**src/rtl/execute_stage_mc.sv**
```systemverilog
// Execute stage with EX/MEM register: forwarding, single-cycle ALU, iterative
// unsigned MUL/DIVU/REMU with pipeline stall, and registered BEQ/BNE resolution.
module execute_stage_mc #(
  parameter int unsigned DW  = 32,
  parameter int unsigned RW  = 5,
  parameter int unsigned SHW = 5
) (
  input  logic           clk,
  input  logic           rst,
  input  logic           id_valid,
  input  logic [3:0]     id_op,
  input  logic [DW-1:0]  id_a,
  input  logic [DW-1:0]  id_b,
  input  logic [DW-1:0]  id_imm,
  input  logic           id_use_imm,
  input  logic [SHW-1:0] id_shamt,
  input  logic           id_sh_var,
  input  logic [RW-1:0]  id_rs,
  input  logic [RW-1:0]  id_rt,
  input  logic [RW-1:0]  id_rd,
  input  logic           id_wr,
  input  logic [1:0]     id_br,
  input  logic [DW-1:0]  id_pc,
  input  logic [RW-1:0]  wb_rd,
  input  logic           wb_wr,
  input  logic [DW-1:0]  wb_data,
  output logic           ex_busy,
  output logic           mem_valid,
  output logic [DW-1:0]  mem_result,
  output logic [DW-1:0]  mem_store,
  output logic [RW-1:0]  mem_rd,
  output logic           mem_wr,
  output logic           mem_zero,
  output logic           br_taken,
  output logic [DW-1:0]  br_target
);

  localparam logic [3:0] OP_ADD  = 4'd0;
  localparam logic [3:0] OP_SUB  = 4'd1;
  localparam logic [3:0] OP_AND  = 4'd2;
  localparam logic [3:0] OP_OR   = 4'd3;
  localparam logic [3:0] OP_XOR  = 4'd4;
  localparam logic [3:0] OP_NOR  = 4'd5;
  localparam logic [3:0] OP_SLT  = 4'd6;
  localparam logic [3:0] OP_SLL  = 4'd7;
  localparam logic [3:0] OP_SRL  = 4'd8;
  localparam logic [3:0] OP_SRA  = 4'd9;
  localparam logic [3:0] OP_MUL  = 4'd10;
  localparam logic [3:0] OP_DIVU = 4'd11;
  localparam logic [3:0] OP_REMU = 4'd12;

  localparam logic [1:0] IDLE = 2'd0;
  localparam logic [1:0] BUSY = 2'd1;
  localparam logic [1:0] DONE = 2'd2;

  logic [1:0]     state;
  logic [SHW-1:0] count;
  logic [DW-1:0]  mcA;      // multiplicand (MUL) or dividend/quotient (DIVU/REMU)
  logic [DW-1:0]  mcB;      // multiplier (MUL) or divisor (DIVU/REMU)
  logic [DW-1:0]  mcAcc;    // product accumulator or partial remainder
  logic [3:0]     mcOp;
  logic [RW-1:0]  mcRd;
  logic           mcWr;
  logic [DW-1:0]  mcStore;

  logic [DW-1:0]  fwdA;
  logic [DW-1:0]  fwdB;
  logic [DW-1:0]  opB;
  logic [SHW-1:0] shAmt;
  logic [DW-1:0]  aluRes;
  logic           isMulti;
  logic           isBranch;
  logic           brCond;
  logic [DW:0]    remShift;
  logic [DW:0]    remDiff;
  logic           takeSub;
  logic [DW-1:0]  mcResult;

  // Operand forwarding: EX/MEM has priority over WB; register 0 never forwards.
  always_comb begin
    fwdA = id_a;
    if (id_rs != '0) begin
      if (mem_wr && (mem_rd == id_rs))     fwdA = mem_result;
      else if (wb_wr && (wb_rd == id_rs))  fwdA = wb_data;
    end
    fwdB = id_b;
    if (id_rt != '0) begin
      if (mem_wr && (mem_rd == id_rt))     fwdB = mem_result;
      else if (wb_wr && (wb_rd == id_rt))  fwdB = wb_data;
    end
  end

  // Single-cycle ALU; shifts operate on B, opcodes 13-15 behave as ADD.
  always_comb begin
    opB    = id_use_imm ? id_imm : fwdB;
    shAmt  = id_sh_var ? fwdA[SHW-1:0] : id_shamt;
    aluRes = fwdA + opB;
    case (id_op)
      OP_SUB:  aluRes = fwdA - opB;
      OP_AND:  aluRes = fwdA & opB;
      OP_OR:   aluRes = fwdA | opB;
      OP_XOR:  aluRes = fwdA ^ opB;
      OP_NOR:  aluRes = ~(fwdA | opB);
      OP_SLT:  aluRes = {{(DW-1){1'b0}}, ($signed(fwdA) < $signed(opB))};
      OP_SLL:  aluRes = opB << shAmt;
      OP_SRL:  aluRes = opB >> shAmt;
      OP_SRA:  aluRes = $unsigned($signed(opB) >>> shAmt);
      default: aluRes = fwdA + opB;
    endcase
  end

  // Decode, branch condition, restoring-divide step and stall request.
  always_comb begin
    isMulti  = (id_op == OP_MUL) || (id_op == OP_DIVU) || (id_op == OP_REMU);
    isBranch = (id_br == 2'b01) || (id_br == 2'b10);
    brCond   = ((id_br == 2'b01) && (fwdA == fwdB)) || ((id_br == 2'b10) && (fwdA != fwdB));
    remShift = {mcAcc, mcA[DW-1]};
    remDiff  = remShift - {1'b0, mcB};
    // A zero divisor always subtracts, giving all-ones quotient and remainder = dividend.
    takeSub  = (mcB == '0) || !remDiff[DW];
    mcResult = (mcOp == OP_DIVU) ? mcA : mcAcc;
    ex_busy  = ((state == IDLE) && id_valid && isMulti) || (state == BUSY);
  end

  // Multi-cycle unit: latch operands, iterate DW steps, then hand result to EX/MEM.
  always_ff @(posedge clk or posedge rst) begin
    if (rst) begin
      state   <= IDLE;
      count   <= '0;
      mcA     <= '0;
      mcB     <= '0;
      mcAcc   <= '0;
      mcOp    <= '0;
      mcRd    <= '0;
      mcWr    <= 1'b0;
      mcStore <= '0;
    end else begin
      case (state)
        IDLE: begin
          if (id_valid && isMulti) begin
            state   <= BUSY;
            count   <= '0;
            mcA     <= fwdA;
            mcB     <= fwdB;
            mcAcc   <= '0;
            mcOp    <= id_op;
            mcRd    <= id_rd;
            mcWr    <= id_wr;
            mcStore <= fwdB;
          end
        end
        BUSY: begin
          if (mcOp == OP_MUL) begin
            if (mcB[0]) mcAcc <= mcAcc + mcA;
            mcA <= mcA << 1;
            mcB <= mcB >> 1;
          end else begin
            mcAcc <= takeSub ? remDiff[DW-1:0] : remShift[DW-1:0];
            mcA   <= {mcA[DW-2:0], takeSub};
          end
          count <= count + 1'b1;
          if (count == SHW'(DW - 1)) state <= DONE;
        end
        DONE:    state <= IDLE;
        default: state <= IDLE;
      endcase
    end
  end

  // EX/MEM register and registered branch outcome; bubbles hold the data fields.
  always_ff @(posedge clk or posedge rst) begin
    if (rst) begin
      mem_valid  <= 1'b0;
      mem_result <= '0;
      mem_store  <= '0;
      mem_rd     <= '0;
      mem_wr     <= 1'b0;
      mem_zero   <= 1'b0;
      br_taken   <= 1'b0;
      br_target  <= '0;
    end else begin
      br_taken <= 1'b0;
      case (state)
        IDLE: begin
          if (id_valid && !isMulti) begin
            mem_valid  <= 1'b1;
            mem_result <= aluRes;
            mem_zero   <= (aluRes == '0);
            mem_store  <= fwdB;
            mem_rd     <= id_rd;
            mem_wr     <= id_wr && !isBranch;
            br_taken   <= brCond;
            br_target  <= id_pc + (id_imm << 2);
          end else begin
            mem_valid <= 1'b0;
            mem_wr    <= 1'b0;
          end
        end
        DONE: begin
          mem_valid  <= 1'b1;
          mem_result <= mcResult;
          mem_zero   <= (mcResult == '0);
          mem_store  <= mcStore;
          mem_rd     <= mcRd;
          mem_wr     <= mcWr;
        end
        default: begin
          mem_valid <= 1'b0;
          mem_wr    <= 1'b0;
        end
      endcase
    end
  end

endmodule

```
**config.mk**
```make
export PLATFORM = sky130hd
export DESIGN_NAME = execute_stage_mc
export DESIGN_NICKNAME = d
export VERILOG_FILES = /design/src/rtl/execute_stage_mc.sv
export SDC_FILE = /design/constraint.sdc
export NUM_CORES = 2
export LEC_CHECK = 0
export CORE_ASPECT_RATIO = 0.7
export CORE_UTILIZATION = 30
export DETAILED_ROUTE_END_ITERATION = 10
export GPL_TIMING_DRIVEN = 0
export PLACE_DENSITY = 0.53
export SYNTH_ARGS = -nofsm -noshare
export SYNTH_HDL_FRONTEND = slang
export SYNTH_SLANG_ARGS = --single-unit
```
**constraint.sdc**
```tcl
create_clock -name clk -period 9.4 [get_ports clk]
set_clock_uncertainty 0.15 [all_clocks]
set_input_delay 1.88 -clock clk [delete_from_list [all_inputs] [get_ports clk]]
set_output_delay 1.88 -clock clk [all_outputs]
set_load 0.05 [all_outputs]
```
* After elaboration in Yosys (flattened, before gate mapping)
Index checks and enable logic that the tools add are counted.
** Operators by class
- Add/subtract/negate cells :: 6
- Order comparisons :: 1
- Equal/unequal tests :: 30
- Shift-type cells :: 3
- Mux-type cells :: 40
- Bitwise gates (word level) :: 4
- Reductions and logical operators :: 35
** Operators by type and width (number)
- $mux 32 :: 17
- $pmux 32 s2 :: 5
- $pmux 32 s9 :: 1
- $add 32x32->32 :: 3
- $logic_not 32->1 :: 3
- $sub 33x32->33 :: 1
- $and 32x32->32 :: 1
- $eq 32x32->1 :: 1
- $lt 32x32->1 :: 1
- $ne 32x32->1 :: 1
- $not 32->32 :: 1
- $or 32x32->32 :: 1
- $shl 32x5->32 :: 1
- $shr 32x5->32 :: 1
- $sshr 32x5->32 :: 1
- $sub 32x32->32 :: 1
- $xor 32x32->32 :: 1
- $eq 4x4->1 const B :: 7
- $eq 5x5->1 :: 4
- $pmux 5 s2 :: 2
- $eq 4x3->1 const B :: 4
- $mux 5 :: 3
- $logic_and 1x1->1 :: 11
- $reduce_and 2->1 :: 5
- 18 further kinds :: 42
** Storage, ports and cells
- Flip-flop bits (word level) :: 250
- Input bits :: 198
- Output and inout port bits :: 106
- Word-level logic and storage cells :: 136

* Depth between registers and ports, before layout
- Depth after elaboration :: 12
- Gate-level depth with buffers :: 27
- Depth with buffers taken out :: 24

* Worst setup path after synthesis
OpenSTA, ideal clock, no wires.
- Kind :: input -> register
- Start point :: in id_rt[1]
- End point :: reg mem_zero
- Setup time :: 74 ps
- Arrival :: 7100 ps
- Data required time :: 9176 ps
- Setup slack :: 2076 ps
- Stages on the path :: 25
- Path buffers :: 3
- Cell sequence :: or4_1 o21ba_1 buf_6 nand3_1 buf_2 buf_1 o22ai_1 a21o_1 inv_1 ha_1 or2_2 a221oi_1 o41ai_1 o221ai_1 o41ai_1 o31ai_1 a211oi_1 o41ai_1 o41ai_1 a211oi_1 a31oi_1 nor3_1 nand3_1 or3_1 o21ai_2
** On the way
- Longest elaborated chain between the ends :: 12
- Elaborated cells on any way between the ends :: 23
- Those cells by class :: 2 x add/sub; 1 x order compare; 2 x eq/ne; 3 x shift; 7 x mux; 4 x bitwise; 4 x reduce/logical
** Ends and longest elaborated chain
- from (decl) :: line 19 : input logic [RW-1:0] id_rt,
- $eq 5x5->1 :: line 89 : else if (wb_wr && (wb_rd == id_rt)) fwdB = wb_data;
- $logic_and 1x1->1 :: line 89
- $mux 32 :: line 89
- $mux 32 :: line 88 : if (mem_wr && (mem_rd == id_rt)) fwdB = mem_result;
- $mux 32 * :: line 87 : if (id_rt != '0) begin
- $mux 32 * :: line 95 : opB = id_use_imm ? id_imm : fwdB;
- parallel branches: the longest is 2 deep, another holds $add 32x32->32
- $pmux 32 s9 * :: line 98 : case (id_op)
- $logic_not 32->1 * :: line 188 : mem_zero <= (aluRes == '0);
- $mux 1 * :: line 185 : if (id_valid && !isMulti) begin
- $pmux 1 s2 * :: line 183 : case (state)
- to (signal assigned) :: line 188
- to (signal assigned) :: line 202 : mem_zero <= (mcResult == '0);
- to (decl) :: line 33 : output logic mem_zero,
Mark *: on every way between the ends. The select of a mux whose other input is x is not followed.
A chain may end at the register's enable or synchronous reset.

* Worst setup path after layout
- Start point :: in id_rs[2]
- End point :: reg mem_zero
** On the way
- Longest elaborated chain between the ends :: 11
- Elaborated cells on any way between the ends :: 23
- Those cells by class :: 2 x add/sub; 1 x order compare; 2 x eq/ne; 3 x shift; 7 x mux; 4 x bitwise; 4 x reduce/logical
** Ends and longest elaborated chain
- from (decl) :: line 18 : input logic [RW-1:0] id_rs,
- $eq 5x5->1 :: line 84 : else if (wb_wr && (wb_rd == id_rs)) fwdA = wb_data;
- $logic_and 1x1->1 :: line 84
- $mux 32 :: line 84
- $mux 32 :: line 83 : if (mem_wr && (mem_rd == id_rs)) fwdA = mem_result;
- $mux 32 * :: line 82 : if (id_rs != '0) begin
- parallel branches: the longest is 2 deep, another holds $add 32x32->32
- $pmux 32 s9 * :: line 98
- $logic_not 32->1 * :: line 188
- $mux 1 * :: line 185
- $pmux 1 s2 * :: line 183
Marks and branches as above.

==> results.md <==
- # DRC: 0
- Synth Warn #: 0
- First-pass GRT wire length: around 250 mm
- Hold Path Class: reg2reg
- Max Slew Vio Count: 34
- Status: finished, violations left
- Setup CP Type: in2reg
- Reg area: 6256 um^2
- Worst hold path stage count: 2
- Crit. End Element: flip-flop
- Final worst-path cycle share: 100.4%
- Htree depth: 1
- Most frequent cells after synthesis: 404 x nand2_1, 361 x o21ai_0, 264 x nor2_1
- Clock buffer count from CTS: 27
- Pwr dens: about 300 nW/um^2
- Clock latency on the worst-skew pair: 0.61 ns
- FILL cells: 9333
- Most common cell in the netlist: nand2_1
- Die H: roughly 250 um
- Placed Area: 31540 um^2
- Pre-Repair DR Iteration Count: 6
- Final core utilization: 36.95%
- Cell taking the most area after synthesis: dfrtp_1
- Leak: between 0.01 and 0.015 uW
- Multi-input logic area: between 15000 and 20000 um^2
- DP Worst Slack: -1.278 ns
- Area contributors post-synth: dfrtp_1 23%, ha_1 8.9%, o21ai_0 6.7%
- Initial antenna violation count: 16
- Top cell type's share of synthesized area: about 23%
- Post-Syn Instances: 3545
- Part of the Yosys area used for sequential elements: 23.22%
- # IOs: 304
- Hold Fails Final Rpt: 0
- GRT Util Overall: 38.82%
- Worst Tran Pin Value: 1.601 ns
- Clock Pin Slew Worst Setup and Hold Paths: 0.07 ns
- Drt initial violations: about 5300
- Tot Pwr: 9996 uW
- Peak VDD IR: around 0.23 mV
- Fmax: 105.9 MHz
- GR Util met3: roughly 19%
- Crit path arrival time: 9.82 ns
- Final WL: between 150 and 200 mm
- Slew headroom: -6.746%
- Min cycle time layout: between 9 and 10 ns
- WL/cell: 36.14 um
- Worst R2R Path Depth: 23
- CTS root buf: clkbuf_16
- Overflow after GRT: 0
- Met1 usage: 56.55%
- Via/cell ratio: 6.472
- Share of cells above drive strength 1: 4.944%
- Cell area after synthesis: around 27000 um^2
- Syn_nets: 3940
- Startpoint type of the worst setup path: input pin
- RSZ-0062 raised after global routing: false
- Antenna-violating nets left: 0
- Number of synthesized flops with an enable pin: 0
- Nets: 4279
- Yosys cell types: 92
- Synthesized flop and latch total: 250
- Area growth from synthesis to layout: 21.32%
- Die width: 360.2 um
- Ys async rst share: 100.0%
- GRT busiest layer: met1
- TritonCTS clock tree: done
- Routability-driven placement congestion ratio: between 1 and 1.5
- Slack of the critical path: -0.04000 ns
- Grt met2 use: 48.92%
- CP Data Required Time: 9.78 ns
- Most used DFF post-synth: dfrtp_1
- Clock Sinks: 250
- CTS Buffer Depth: 3
- Max Cap Viol: 9
- Largest fanout on the critical path: 10
- Core Footprint: between 80000 and 90000 um^2
- Largest net degree at the start of global routing: 120
- Vias: 32864
- Failing checks: max-capacitance violations, max-slew violations, negative setup slack
- Setup-failing EPs final: 1
- HPWL Detailed: 150.5 mm
- Die area: 91040 um^2
- Port Buffers: 300
- Number of global-route vias before repair: 29644
- Mapped Avg Cell Area: 7.601 um^2
- Initial core utilization: 30.46%
- Final instance area: approximately 33000 um^2
- Row cnt: 91
==> layout make-up <==
cell class | count | share of cell area [%]
inverter | 160 | 1.860
buffer | 245 | 3.058
timing repair buffer | 311 | 9.595
clock inverter | 13 | 0.6775
sequential | 250 | 19.14
multi-input combinational | 2889 | 58.78
antenna | 12 | 0.09186
tap | 1162 | 4.447
clock buffer | 36 | 2.354
==> power by group <==
part	internal (uW)	leakage [uW]	switching (uW)	total (uW)
Combinational	2250	0.00997	4110	6360
Sequential	1580	0.00312	808	2390
Clock	719	0.000487	527	1250
==> final timing paths <==
kind | slack, ns | to | from
worst max-delay path | -0.04 | mem_zero | id_rs[2]
worst min-delay path | 0.33 | br_target[16] | br_target[16]
worst max register to register | 1.18 | mem_zero | mem_rd[4]
worst min register to register | 0.33 | br_target[16] | br_target[16]
max in group asynchronous | 6.10 | mem_result[27] | rst
min in group asynchronous | 1.48 | br_target[18] | rst
==> cell usage in the layout (no fill, tap or decap), types with 16 or more instances in the layout <==
cell type        Yosys  final
nor2b_1             26     26
xnor2_1             86     86
clkbuf_1           177    176
nor3_1              69     67
xor2_1              49     49
o21bai_1            21     21
clkbuf_16            0     27
dfrtp_1            250    250
o22ai_1            156    150
nand2b_1            36     36
o21a_1              24     24
and2_1              21     21
a21o_1              58     58
nand2_1            404    404
a32oi_1             16     16
a221o_1             32     32
o211ai_1            75     75
nor4_1              32     31
buf_2               33     33
clkdlybuf4s50_1      0    300
o221ai_1            21     21
a21oi_1            200    199
a31oi_1             31     29
ha_1               192    192
and3_1              17     17
buf_1               30     29
nand3_1             76     76
o21ai_1              7     18
inv_1              158    157
o21ai_0            361    348
a221oi_1            36     35
mux2_2              34     34
o22a_1              37     37
or3_1               19     19
nor2_1             264    264
nand4_1             28     28
a22oi_1             97     97
a211oi_1            33     33
mux2i_1            152    152
==> kinds of logic (layout without fill, tap and decap cells) <==
logic type / after synthesis / in the layout / share of synthesized area, %
AND/OR/NAND/NOR: 1032 / 1032 / 17.26
other: 0 / 12 / 0
adder cells (fa/ha/maj): 197 / 197 / 9.287
flip-flops: 250 / 250 / 23.22
AO/OA/AOI/OAI: 1338 / 1338 / 32.80
XOR/XNOR: 135 / 135 / 4.388
buffers and inverters: 406 / 765 / 5.934
multiplexers: 187 / 187 / 7.118
==> registers in the layout, summed over array words and instances, names as in the netlist, 2 cells and up <==
register and count:
br_target 32, mem_result 32, mem_rd 5, mem_store 32, state 2, mcStore 32, mcB 32, mcAcc 32
mcRd 5, mcOp 4, mcA 32, count 5
==> stage by stage <==
stage,hold WS [ns],setup TNS [ns],instances
after floorplan,0.2850,0,3545
after global placement,0.3082,-868.77,5007
after detailed placement,0.3095,-6.317,5015
after CTS,0.3251,0,5064
after global routing,0.3530,0,5068
final,0.3258,-0.04000,5078
==> metal layers <==
layer | wire, um | vias to the layer above
li1 | - | 13913
met1 | 83080 | 16358
met2 | 65940 | 2332
met3 | 29330 | 257
met4 | 4896 | 4
met5 | 274 | -
==> repair_timing <==
action,4_1_cts,5_1_grt
hold buffers,0,0
setup buffers,0,0
pin swaps,0,0
resized for setup,8,14
endpoints found under the setup margin,4,4
==> worst max-delay path, cell delays in order <==
cell and delay [ns]:
clkdlybuf4s50_1 0.56, xnor2_1 0.17, nand4_1 0.20, o211ai_1 0.78, clkbuf_1 0.50, o22a_1 0.25, o22ai_2 0.16, ha_1 0.27
fa_1 0.50, o21ba_2 0.24, o311ai_0 0.77, nand3_1 0.28, a211o_1 0.38, and2_1 0.24, o21ai_0 0.24, a21o_1 0.18
o21ai_0 0.08, nand2b_1 0.11, nand4_1 0.29, nor4_1 0.57, nand4_1 0.35, nor4bb_1 0.48, nand3_1 0.17, o21ai_2 0.16
Note: power is estimated with default switching activity, not from simulation.
